[config.mk]
export PLATFORM = sky130hd
export DESIGN_NAME = uart_tx
export DESIGN_NICKNAME = d
export VERILOG_FILES = /design/src/rtl/uart_tx_pkg.sv /design/src/rtl/uart_tx.sv
export SDC_FILE = /design/constraint.sdc
export NUM_CORES = 1
export LEC_CHECK = 0
export ABC_AREA = 1
export ABC_CLOCK_PERIOD_IN_PS = 1800
export CAP_MARGIN = 20
export CORE_ASPECT_RATIO = 0.9
export CORE_UTILIZATION = 28
export CTS_CLUSTER_SIZE = 14
export DETAILED_ROUTE_END_ITERATION = 10
export SYNTH_ARGS = -nofsm -noshare
export SYNTH_HDL_FRONTEND = slang
export SYNTH_SLANG_ARGS = --single-unit
export TNS_END_PERCENT = 1
[constraint.sdc]
create_clock -name i_clock -period 1.8 [get_ports i_clock]
set_input_delay 0.36 -clock i_clock [delete_from_list [all_inputs] [get_ports i_clock]]
set_output_delay 0.36 -clock i_clock [all_outputs]
set_load 0.005 [all_outputs]
[src/rtl/uart_tx_pkg.sv]
// Shared UART definitions: frame defaults, bit timing and one-hot state codes for TX and RX.
package uart_tx_pkg;

  localparam int WIDTH_WORD_DEF    = 8;
  localparam int CANT_BIT_STOP_DEF = 2;
  localparam int TICKS_PER_BIT     = 16;

  typedef enum logic [4:0] {
    ST_IDLE   = 5'b00001,
    ST_START  = 5'b00010,
    ST_DATA   = 5'b00100,
    ST_STOP   = 5'b01000,
    ST_PARITY = 5'b10000
  } state_t;

endpackage

[src/rtl/uart_tx.sv]
// UART transmitter, MSB first, 16 ticks per bit, registered line output.
// Optional even parity bit between data and stop bits when UART_TX_PARITY_EN is defined.
module uart_tx
  import uart_tx_pkg::*;
#(
  parameter int WIDTH_WORD    = WIDTH_WORD_DEF,
  parameter int CANT_BIT_STOP = CANT_BIT_STOP_DEF
) (
  input  logic                  i_clock,
  input  logic                  i_reset,
  input  logic                  i_rate,
  input  logic                  i_tx_start,
  input  logic [WIDTH_WORD-1:0] i_data_in,
  output logic                  o_bit_tx,
  output logic                  o_tx_done,
  output logic                  o_tx_busy
);

  localparam int BCW = $clog2(WIDTH_WORD + CANT_BIT_STOP + 1);

  state_t                state_q;
  logic [3:0]            tick_q;
  logic [BCW-1:0]        bit_q;
  logic [WIDTH_WORD-1:0] shreg_q;
  logic                  bit_tx_q;
  logic                  done_q;
  logic                  busy_q;
`ifdef UART_TX_PARITY_EN
  logic                  par_q;
`endif

  logic last_tick;
  assign last_tick = i_rate && (tick_q == 4'(TICKS_PER_BIT - 1));

  always_ff @(posedge i_clock) begin
    if (i_reset) begin
      state_q  <= ST_IDLE;
      tick_q   <= '0;
      bit_q    <= '0;
      shreg_q  <= '0;
      bit_tx_q <= 1'b1;
      done_q   <= 1'b0;
      busy_q   <= 1'b0;
`ifdef UART_TX_PARITY_EN
      par_q    <= 1'b0;
`endif
    end else begin
      done_q <= 1'b0;
      case (state_q)
        ST_IDLE: begin
          bit_tx_q <= 1'b1;
          if (i_tx_start) begin
            state_q  <= ST_START;
            shreg_q  <= i_data_in;
            tick_q   <= '0;
            bit_q    <= '0;
            bit_tx_q <= 1'b0;
            busy_q   <= 1'b1;
`ifdef UART_TX_PARITY_EN
            par_q    <= ^i_data_in;
`endif
          end
        end
        ST_START: if (i_rate) begin
          tick_q <= tick_q + 4'd1;
          if (last_tick) begin
            state_q  <= ST_DATA;
            bit_q    <= '0;
            bit_tx_q <= shreg_q[WIDTH_WORD-1];
            shreg_q  <= shreg_q << 1;
          end
        end
        ST_DATA: if (i_rate) begin
          tick_q <= tick_q + 4'd1;
          if (last_tick) begin
            if (bit_q == BCW'(WIDTH_WORD - 1)) begin
              bit_q    <= '0;
`ifdef UART_TX_PARITY_EN
              state_q  <= ST_PARITY;
              bit_tx_q <= par_q;
`else
              state_q  <= ST_STOP;
              bit_tx_q <= 1'b1;
`endif
            end else begin
              bit_q    <= bit_q + BCW'(1);
              bit_tx_q <= shreg_q[WIDTH_WORD-1];
              shreg_q  <= shreg_q << 1;
            end
          end
        end
`ifdef UART_TX_PARITY_EN
        ST_PARITY: if (i_rate) begin
          tick_q <= tick_q + 4'd1;
          if (last_tick) begin
            state_q  <= ST_STOP;
            bit_q    <= '0;
            bit_tx_q <= 1'b1;
          end
        end
`endif
        ST_STOP: if (i_rate) begin
          tick_q   <= tick_q + 4'd1;
          bit_tx_q <= 1'b1;
          if (last_tick) begin
            if (bit_q == BCW'(CANT_BIT_STOP - 1)) begin
              state_q <= ST_IDLE;
              bit_q   <= '0;
              done_q  <= 1'b1;
              busy_q  <= 1'b0;
            end else begin
              bit_q <= bit_q + BCW'(1);
            end
          end
        end
        // Any corrupted encoding falls back to an idle, high line.
        default: begin
          state_q  <= ST_IDLE;
          tick_q   <= '0;
          bit_q    <= '0;
          bit_tx_q <= 1'b1;
          done_q   <= 1'b0;
          busy_q   <= 1'b0;
        end
      endcase
    end
  end

  assign o_bit_tx  = bit_tx_q;
  assign o_tx_done = done_q;
  assign o_tx_busy = busy_q;

endmodule

# After elaboration in Yosys (flattened, before gate mapping)
# Cells that the tools add are included.
# W data, S select, Z words.
dict set report op_classes {
  add_sub_neg 2
  n_mul 0
  div_mod_pow 0
  order_cmp 0
  eq_ne 18
  shifts 0
  mux 43
  bitwise 4
  reduce_logical 11
}
# cell n
set ops {}
lappend ops {{$mux W8} 6}
lappend ops {{$mux W5} 9}
lappend ops {{$mux W4} 10}
lappend ops {{$pmux W8 S3} 1}
lappend ops {{$ne A2 B2 Y1 const B} 10}
lappend ops {{$pmux W5 S4} 1}
lappend ops {{$pmux W4 S4} 1}
lappend ops {{$reduce_and A7 Y1} 2}
lappend ops {{$mux W1} 12}
lappend ops {{$reduce_and A5 Y1} 2}
lappend ops {{$reduce_and A9 Y1} 1}
lappend ops {{$add A4 B1 Y4 const B} 2}
lappend ops {{$pmux W4 S2} 1}
lappend ops {{$eq A5 B1 Y1 const B} 1}
lappend ops {{$eq A5 B2 Y1 const B} 1}
lappend ops {{$eq A5 B3 Y1 const B} 1}
lappend ops {{$eq A5 B4 Y1 const B} 1}
lappend ops {{$eq A4 B1 Y1 const B} 1}
lappend ops {{$eq A4 B3 Y1 const B} 1}
lappend ops {{$eq A4 B4 Y1 const B} 1}
lappend ops {{$not A1 Y1} 4}
lappend ops {{$pmux W1 S4} 1}
lappend ops {{$reduce_or A4 Y1} 1}
lappend ops {{$pmux W1 S3} 1}
lappend ops {{other kinds (6)} 6}
dict set report totals {
  register_bits 24
  latchBits 0
  ramBits 0
  rom_bits 0
  input_bits 12
  output_inout_bits 3
  elab_cells 85
  memories 0
}

# Logic depth before layout (Yosys ltp)
dict set report depth {
  depth_word 5
  mapped_depth 10
  ltp_nobuf 10
}

# Worst setup path before layout
# OpenSTA, ideal clock, no wires.
dict set report synth_path {
  path_type {reg2reg}
  from {reg tick_q[0]}
  to {reg state_q[3]}
  setup_time_ps 113
  t_arrival_ps 1293
  t_required_ps 1687
  path_slack_ps 394
  stages_incl_launch_ff 11
  path_buffers 0
  period_less_slack_ps 1406
  cell_sequence {dfxtp_1 -> ha_1 -> nand2_1 -> nor2_1 -> inv_1 -> nand2_1 -> nand2_1 -> nor2_4 -> nand3_1 -> nand2_1 -> nor2_1}
}
dict set report synth_between {
  elab_chain_len 4
  elab_cells_between_ends 6
  cone_classes {eq/ne (4); reduce/logical (2)}
}
# element line_no
set synth_lines {}
lappend synth_lines {{start, declared} uart_tx.sv:22} ;# logic [3:0] tick_q;
lappend synth_lines {{start signal, assigned} uart_tx.sv:65} ;# tick_q <= tick_q + 4'd1;
lappend synth_lines {{start signal, assigned} uart_tx.sv:74} ;# tick_q <= tick_q + 4'd1;
lappend synth_lines {{start signal, assigned} uart_tx.sv:103} ;# tick_q <= tick_q + 4'd1;
lappend synth_lines {{$eq A4 B4 Y1 (*)} uart_tx.sv:33} ;# assign last_tick = i_rate && (tick_q == 4'(TICKS_PER_BIT - 1));
lappend synth_lines {{$logic_and A1 B1 Y1 (*)} uart_tx.sv:33}
lappend synth_lines {{$ne A2 B2 Y1 (no source line)} --}
lappend synth_lines {{$reduce_and A9 Y1 (no source line) (*)} --}
lappend synth_lines {{end signal, assigned} uart_tx.sv:37} ;# state_q <= ST_IDLE;
lappend synth_lines {{end signal, assigned} uart_tx.sv:53} ;# state_q <= ST_START;
lappend synth_lines {{end signal, assigned} uart_tx.sv:67} ;# state_q <= ST_DATA;
lappend synth_lines {{end, declared} uart_tx.sv:21} ;# state_t state_q;
# Mark *: on every way between the ends. The rest lies on a longest branch, timed or not.
# A chain may end at the register's enable or synchronous reset.

# Worst setup path after layout
dict set report layout_path {
  from {in i_rate}
  to {reg state_q[2]}
}
dict set report layout_between {
  elab_chain_len 3
  elab_cells_between_ends 8
  cone_classes {eq/ne (6); reduce/logical (2)}
}
# element line_no
set layout_lines {}
lappend layout_lines {{start, declared} uart_tx.sv:11} ;# input logic i_rate,
lappend layout_lines {{$logic_and A1 B1 Y1} uart_tx.sv:33}
lappend layout_lines {{$ne A2 B2 Y1 (no source line)} --}
lappend layout_lines {{$reduce_and A9 Y1 (no source line) (*)} --}
# Marked as above.

==> key figures <==
Status
  • Status: completed

Global routing
  • Antenna violations before repair: 0
  • First-pass GRT wire length: between 5000 and 6000 microns
  • Grt total ovfl: 0
  • Vias in the first global route: 1226
  • GR Util All Layers: 12.9%
  • Pin count of the biggest net entering global routing: 17

Yosys
  • Area leader, netlist: dfxtp_1
  • Syn Area/Cell: between 6 and 7 sq um
  • Primary FF master, synth: dfxtp_1
  • FF+latch count, synth: 23
  • Top post-synthesis cells by count: 65 x nand2_1, 40 x nor2_1, 23 x dfxtp_1, 23 x inv_1, 13 x nand3_1
  • Area share of the largest cell type after synthesis: 34.3%
  • Synth Warn #: 0
  • Distinct cells, synth: 22
  • Register area share after synthesis: around a third
  • EDFF count, synth: 0
  • Syn Nets: roughly 230
  • Syn Inst Count: 212
  • Cell with the most instances after synthesis: nand2_1
  • Synthesized area: 1340 sq um
  • Synth top area cells: dfxtp_1 34%, nand2_1 18%, nor2_1 11%
  • Async SR Flop Fraction: 0%

Timing
  • Final setup fails: 0
  • Max-slew headroom: 81.2%
  • Clk_skew: 0.00665 ns
  • Max Transition Viols Final: 0
  • Final hold violations: 0
  • Slew of the pin with the lowest slew margin: 0.281 ns
  • Min Tclk post-route: 1.62 ns
  • Highest clock rate: ~620 MHz
  • Period Utilization, post-route: around nine tenths

Routing
  • DRC violations left: 0
  • Drt pass-1 iters: 4
  • Final ANT Viol Nets: 0
  • Vias: about 1300
  • Routed vias/inst: 4.31
  • Drt total wl: 2800 microns
  • Routed WL per cell: about 9.5 microns
  • Detailed Route Iter0 Violations: 29

CTS
  • Maximum clock path buffer count: 2
  • Sink Count: 23
  • Clk root buf: clkbuf_8
  • Cts bufs inserted: 3
  • Clock latency on the worst-skew pair: roughly 0.27 ns
  • Worst-path clk slew: about 0.09 ns
  • CTS tree: built
  • Htree depth: 1

Min path
  • Hold Path Class: register to register

Power and ir drop
  • Power, Total: 2160 uW
  • Leak Pwr: 0.000786 uW
  • Peak supply drop: 0.615 mV
  • Power per cell area: 1320 nW/um^2

Floorplan
  • I/O Pins: 15
  • Die height: 67.7 microns
  • Row count: 23
  • Initial Utilization: 29.7%
  • Core area: 4520 sq um
  • Die ar.: just over 5000 sq um
  • Die width: 75.0 microns

Critical path
  • Worst path cell trace: clkdlybuf4s50_1, nand2_1, nor2_1, inv_1, nand2_1, nand2_1, nor2_4, nand3_1, nand2_1, nor2_1
  • Worst Path Required: 1.97 ns
  • Critical path's top delay family: simple AND/OR/NAND/NOR gates
  • CP max FO: 5
  • Worst r2r src: tick_q[1]
  • Slowest cell on crit path: clkdlybuf4s50_1
  • Most common cell on crit path: nand2_1
  • Crit path kind: input port to register
  • CP endpoint kind: register
  • Reg-to-reg endpoint: state_q[2]
  • Register-to-Register Path Depth: 10
  • WP depth: 10
  • Max stage delay on crit path: roughly 0.49 ns
  • Worst Path Buf+Inv: 2
  • Critical path data arrival time: between 1.5 and 2 ns
  • Reg2Reg Setup Slack: around 0.19 ns
  • Critical path launch point type: input port
  • CP Capture Point: state_q[2]
  • Crit path launch: i_rate

Place
  • Final Wtd Congestion: 0.799
  • Port Buffer Count: 14
  • HPWL Detailed: a little over 2000 microns

Final layout
  • Area of the multi-input gates: 766 sq um
  • Total area of sequential cells: 462 sq um
  • Nets@finish: 249
  • Fillers: slightly below 500
  • Diode count: 0
  • Area delta synth->final: 21.6%
  • Fraction of layout cells with a size suffix above 1: 12.0%
  • Fin util: 36.1%

Flow run
  • Maximum Capacitance Violations: 0
flip-flops by register name, indices dropped and copies added (netlist names):
name,flops
shreg_q,8
bit_q,4
state_q,4
tick_q,4
o_bit_tx,1
o_tx_busy,1
o_tx_done,1
per-layer routing:
metal  routed length, microns  share of wire [%]  global-route usage (%)  vias to the layer above
met5                        0                  0                       0                        -
met4                        8               0.29                    1.42                        0
met3                      114                4.1                    3.58                        2
met2                     1200                 43                    21.6                       17
met1                     1490                 53                    16.9                      550
li1                         -                  -                       -                      701
worst min-delay path: cells and delay by family, from the launching register on:
family | cells | cell delay, ns
AOI/OAI and AO/OA | 1 | 0.04
and+or+nand+nor | 1 | 0.06
DFF | 1 | 0.32
area by class of cell:
type / instances / share of cell area [%]
Clock buffer: 4 / 2.76
Timing Repair Buffer: 20 / 11.3
Tap cell: 62 / 4.75
Sequential cell: 23 / 28.3
Inverter: 26 / 5.98
Multi-Input combinational cell: 160 / 46.9
per-stage QoR:
stage | std cells | area (sq um) | setup slack (ns) | setup TNS [ns] | hold slack, ns
floorplan | 212 | 1340 | 0.394 | 0 | 0.444
global placement | 290 | 1580 | -0.00991 | -0.0179 | 0.456
detailed placement | 290 | 1580 | -0.0572 | -0.208 | 0.459
CTS | 294 | 1620 | 0.177 | 0 | 0.471
global route | 295 | 1630 | -0.00491 | -0.00491 | 0.500
finish | 295 | 1630 | 0.177 | 0 | 0.468
kinds of logic after synthesis:
logic type	after synthesis	synth area share (%)
xor+xnor	2	1.30
buf+inv	30	9.51
flops	23	34.3
simple gates	136	44.8
compound gates	18	7.27
fa+ha+maj	3	2.80
cell usage in the layout (no fill, tap or decap), types with 4 or more instances in the layout:
master	n
nand4_1	4
nand2_1	65
clkdlybuf4s50_1	14
o21ai_1	7
nand2_2	5
buf_4	6
nand3_1	13
a21oi_1	9
nor2_1	40
dfxtp_1	22
inv_1	23
where the power goes:
group / total (uW) / switching (uW) / leakage (uW) / internal [uW]
sequential: 763 / 102 / 0.000190 / 661
combinational: 1070 / 670 / 0.000574 / 397
clock: 328 / 170 / 0.0000228 / 158
what timing repair did:
item | CTS | global route
buffers inserted | 0 | 0
endpoints found under the setup margin | 0 | 1
resized for setup | 0 | 2
hold buffers | 0 | 0
worst min-delay path by stage:
stage	startpoint	endpoint	slack, ns	cells past startpoint
after floorplan	shreg_q[0]	shreg_q[0]	0.44	2
after global placement	shreg_q[0]	shreg_q[0]	0.46	2
after detailed placement	shreg_q[0]	shreg_q[0]	0.46	2
after CTS	shreg_q[0]	shreg_q[0]	0.47	2
after global routing	shreg_q[0]	shreg_q[0]	0.50	2
final	shreg_q[0]	shreg_q[0]	0.47	2
No activity file was read; power rests on OpenSTA's default activity.
